$ cat config.mk
export PLATFORM = sky130hd
export DESIGN_NAME = bcd_to_7seg_flat
export DESIGN_NICKNAME = d
export VERILOG_FILES = /design/src/rtl/bcd_to_7seg_if.sv /design/src/rtl/bcd_to_7seg.sv /design/src/flat_wrapper.sv
export SDC_FILE = /design/constraint.sdc
export NUM_CORES = 1
export LEC_CHECK = 0
export ABC_CLOCK_PERIOD_IN_PS = 800
export BUFFER_PORTS_ARGS = -buffer_cell sky130_fd_sc_hd__clkbuf_2
export CAP_MARGIN = 10
export CELL_PAD_IN_SITES_DETAIL_PLACEMENT = 2
export CELL_PAD_IN_SITES_GLOBAL_PLACEMENT = 2
export CORE_AREA = 5 5 47 49
export DETAILED_ROUTE_END_ITERATION = 6
export DIE_AREA = 0 0 52 54
export GPL_TIMING_DRIVEN = 0
export PLACE_DENSITY = 0.69
export SLEW_MARGIN = 30
export SYNTH_ARGS = -nofsm -noshare
export SYNTH_HDL_FRONTEND = slang
export SYNTH_SLANG_ARGS = --single-unit
export TNS_END_PERCENT = 30
$ cat constraint.sdc
create_clock -name clk -period 0.8 [get_ports clk]
set_clock_uncertainty 0.1 [all_clocks]
set_input_delay 0.16 -clock clk [delete_from_list [all_inputs] [get_ports clk]]
set_output_delay 0.16 -clock clk [all_outputs]
set_load 0.005 [all_outputs]
$ cat src/rtl/bcd_to_7seg_if.sv
// Digit-in / segment-out bundle for one seven-segment decoder stage.
// The master drives the BCD digit; the slave (decoder) drives the cathode pattern.
interface bcd_to_7seg_if;
    logic [3:0] Q;
    logic [7:0] cathode;

    modport master (
        output Q,
        input  cathode
    );

    modport slave (
        input  Q,
        output cathode
    );
endinterface

$ cat src/rtl/bcd_to_7seg.sv
// Registered BCD to seven-segment decoder; bit map {dp, g, f, e, d, c, b, a}.
// Codes 10-15 and unknown inputs blank the digit; the decimal point is never lit.
module bcd_to_7seg #(
    parameter bit SEG_ACTIVE_LOW = 1'b1
) (
    input  logic          clk,
    input  logic          reset,
    bcd_to_7seg_if.slave  bus
);

    localparam logic [7:0] Blank = SEG_ACTIVE_LOW ? 8'hFF : 8'h00;

    logic [7:0] lit;
    logic [7:0] cathode_d;
    logic [7:0] cathode_q;

    always_comb begin
        lit = 8'h00;
        case (bus.Q)
            4'd0:    lit = 8'h3F;
            4'd1:    lit = 8'h06;
            4'd2:    lit = 8'h5B;
            4'd3:    lit = 8'h4F;
            4'd4:    lit = 8'h66;
            4'd5:    lit = 8'h6D;
            4'd6:    lit = 8'h7D;
            4'd7:    lit = 8'h07;
            4'd8:    lit = 8'h7F;
            4'd9:    lit = 8'h6F;
            default: lit = 8'h00;
        endcase
        cathode_d = SEG_ACTIVE_LOW ? ~lit : lit;
    end

    always_ff @(posedge clk or posedge reset) begin
        if (reset) begin
            cathode_q <= Blank;
        end else begin
            cathode_q <= cathode_d;
        end
    end

    assign bus.cathode = cathode_q;

endmodule

$ cat src/flat_wrapper.sv
// flat-port wrapper written by rule: the top's interface ports become plain ports
module bcd_to_7seg_flat 
#(
    parameter bit SEG_ACTIVE_LOW = 1'b1
)
  (clk, reset, bus_Q, bus_cathode);
  bcd_to_7seg_if bus_i ();
  input  logic clk;
  input  logic reset;
  input wire logic [$bits(bus_i.Q)-1:0] bus_Q;
  output wire logic [$bits(bus_i.cathode)-1:0] bus_cathode;
  assign bus_i.Q = bus_Q;
  assign bus_cathode = bus_i.cathode;
  bcd_to_7seg #(.SEG_ACTIVE_LOW(SEG_ACTIVE_LOW)) u_core (.clk(clk), .reset(reset), .bus(bus_i));
endmodule
Word-level counts from Yosys, hierarchy flattened
Memory sizes are Yosys's and may differ from the RTL's.
Index checks and enable logic that the tools add are counted.
{"block": "word_totals", "register_bits": 8, "rom_bits": 112, "input_bits": 6, "out_inout_bits": 8, "wordCells": 3, "memories": 1}
{"memory": "(no name shown)", "words": 16, "word_bits": 7, "rd": 1, "rd_clocked_by_memory_dff": 0, "wr": 0, "line": "bcd_to_7seg.sv:19", "text": "case (bus.Q)"}
{"block": "classes", "bitwise_logic": 1}
{"cell": "8-bit inverter", "n": 1}

Longest topological paths before layout
An unclocked memory read counts as a cell.
{"block": "depth", "depth_word": 2, "mapped_depth": 5, "ltp_nobuf": 5}

Worst setup path before layout
Ideal clock, no wire load.
{"block": "synth_timing", "kind": "input to register", "start": "in bus_Q[1]", "end": "reg u_core.cathode_q[0] (netlist: u_core.bus.cathode[0])", "setup_ps": 78, "t_arrival_ps": 787, "required_ps": 622, "setup_slack_ps": -165, "cell_stages": 5, "n_path_buf": 0, "cell_sequence": "inv_1 ha_1 or2_1 a21oi_2 nor2_1"}
{"block": "synth_between", "elab_chain_cells": 2}
{"item": "start, declared", "line": "flat_wrapper.sv:10", "text": "input wire logic [$bits(bus_i.Q)-1:0] bus_Q;"}
{"item": "memory read 16 x 7 bit"}
{"item": "8-bit inverter", "line": "bcd_to_7seg.sv:32", "text": "cathode_d = SEG_ACTIVE_LOW ? ~lit : lit;"}
{"item": "named net u_core.cathode_d[0]", "line": "bcd_to_7seg.sv:14", "text": "logic [7:0] cathode_d;"}
{"item": "end signal, assigned", "line": "bcd_to_7seg.sv:37", "text": "cathode_q <= Blank;"}
{"item": "end signal, assigned", "line": "bcd_to_7seg.sv:39", "text": "cathode_q <= cathode_d;"}
{"item": "end, declared", "line": "bcd_to_7seg.sv:15", "text": "logic [7:0] cathode_q;"}
The timed path passes the listed nets, and every way through them passes these cells.

Worst setup path after layout
{"block": "layout_timing", "start": "reg u_core.cathode_q[6] (netlist: u_core.bus.cathode[6])", "end": "out bus_cathode[6]"}
{"item": "end, declared", "line": "flat_wrapper.sv:11", "text": "output wire logic [$bits(bus_i.cathode)-1:0] bus_cathode;"}
No word-level cell between the ends.

==> impl_metrics.ini <==
[clock_tree]
cts_buffer_depth = 2
numClockSinks = 7
tritoncts = built
clkTransAtPathRegs_ns = 0.05
cts-htree-levels = 1
numCtsBuffers = 3
cts_root_buf = clkbuf_4

[hold_path]
hold_path_class = input port to flip-flop
hold_depth = 2

[synthesis]
ys_types = 15
synth_nets = 49
synth_cells = 38
synth_area_um2 = 389
avgSynthCellArea_um2 = 10.2
yosysSeqAreaShare = 0.473
yosys_register_bits = 7
yosys_warnings = 0

[grt]
grt_pass1_vias = 339
grt_antenna_before_repair = 0
grt_max_degree = 10
grt_overflow_total = 0
grt_usage = 0.0687
grt_first_pass_wirelength_um = 1370

[place]
dpl.hpwl_um = 735
port_buffers = 11
dpl_cell_area_um2 = 503
dp.cells = 76
place.gp.congestion = 0.652
dp_slack_ns = -0.410

[power_and_ir_drop]
irDropWorstVdd_mv = 0.379
power_mw = 0.911
p_leak_nw = 0.268
p_per_area_mw_per_mm2 = 1570

[critical_path]
worst-setup-path-type = flip-flop to primary output
critPathCaptureType = primary output
crit_arrival_ns = 0.86
cp_num_cells = 1
slowest_stage = dfstp_2
startpoint_type = flip-flop
worst_path_dominant_cell_family = flip-flops
critPathRequiredTime_ns = 0.54
critPathMaxFanout = 1
crit_chain = clkbuf_2
crit_buf_inv = 1
cpPeakStageDelay_ns = 0.51

[finish]
final_cell_area_um2 = 581
final_layout_size_suffix_gt1_frac = 0.500
fin_util = 0.319
largest_reg_flops = 7
n_fill_cell = 218
synthToLayoutAreaGrowth_pct = 49.2
layout.cells.non_filler = 81
antennaDiodeCount = 0
design.final.nets = 66
final_cell_mix = clkbuf_2, dfstp_2, inv_1, ha_1

[routing]
post_drt_via_cell_ratio = 3.81
ant_nets = 0
wl_per_cell_um = 10.5
drtPass1Iterations = 1
wl_um = 850
drc = 0
drtIter0Drc = 0
dr_total_vias = 309

[timing]
hold_slack_ns = 0.0211
timing.final.crit_share = 1.40
setup_viol = 9
fmax_mhz = 896
period_needed_ns = 1.12
slew_violations = 0
rsz0062_at_grt = true
hold_viol_final = 0
setup_slack_ns = -0.316
fin_tns_setup_ns = -2.19

[run]
maxCapViolations = 0

[outcome]
status = finished, violations left
violations = setup timing

[floorplanning]
rows = 16
die_x_um = 52
die-area_mm2 = 0.00281
io_pins = 14
fp.dieH_um = 54
start_util = 0.214
core_area_mm2 = 0.00182
-- power breakdown --
group	total, mW	internal, mW	switching, mW
clock network	0.307	0.190	0.118
registers	0.416	0.408	0.00851
logic	0.187	0.0946	0.0929
total	0.911	0.692	0.219
-- per-layer routing --
| metal | vias up | track usage | wire length [µm] |
|---|---|---|---|
| li1 | 151 | - | - |
| met1 | 147 | 0.0682 | 342 |
| met2 | 11 | 0.123 | 452 |
| met3 | 0 | 0.0166 | 55 |
| met4 | 0 | 0.0524 | 0 |
| met5 | - | 0 | 0 |
-- final timing paths --
path	start	end	slack, ns
worst max-delay path	u_core.bus.cathode[6]$_DFF_PP1_	bus_cathode[6]	-0.32
worst min-delay path	bus_Q[3]	u_core.bus.cathode[2]$_DFF_PP1_	0.02
max in group asynchronous	reset	u_core.bus.cathode[1]$_DFF_PP1_	0.08
min in group asynchronous	reset	u_core.bus.cathode[5]$_DFF_PP1_	0.50
-- cell type report --
class	count	area [µm²]	area share
Buffer	2	18.8	0.0323
Multi-Input combinational cell	23	176	0.304
Tap cell	27	33.8	0.0582
Inverter	6	35.0	0.0603
Timing Repair Buffer	12	106	0.183
Clock buffer	4	26.3	0.0453
Sequential cell	7	184	0.317
-- cell families (layout without fill, tap and decap cells) --
kind of cell | after synthesis | count (layout) | share of synthesized area
compound gates | 10 | 10 | 0.151
buf+inv | 8 | 24 | 0.106
flops | 7 | 7 | 0.473
simple gates | 6 | 6 | 0.0772
fa+ha+maj | 5 | 5 | 0.161
other cells | 1 | 1 | 0.00964
xor+xnor | 1 | 1 | 0.0225
-- timing repair --
action	4_1_cts	5_1_grt
pin swaps	0	2
resized for setup	7	3
hold buffers	1	0
hold endpoints to repair	7	0
setup endpoints to repair	11	9
setup buffers	0	0
-- cells in the mapped netlist --
library cell	count	area, µm²
or2_1	1	6.26
a31oi_1	2	12.5
xor2_1	1	8.76
dfstp_2	7	184
a21oi_2	1	8.76
buf_6	1	11.3
o21ai_0	3	15.0
buf_4	1	7.51
a22oi_1	1	7.51
ha_1	5	62.6
nor2_1	3	11.3
nand2b_1	2	12.5
a21oi_1	3	15.0
inv_1	6	22.5
conb_1	1	3.75
Power figures use the tool's default switching activity.
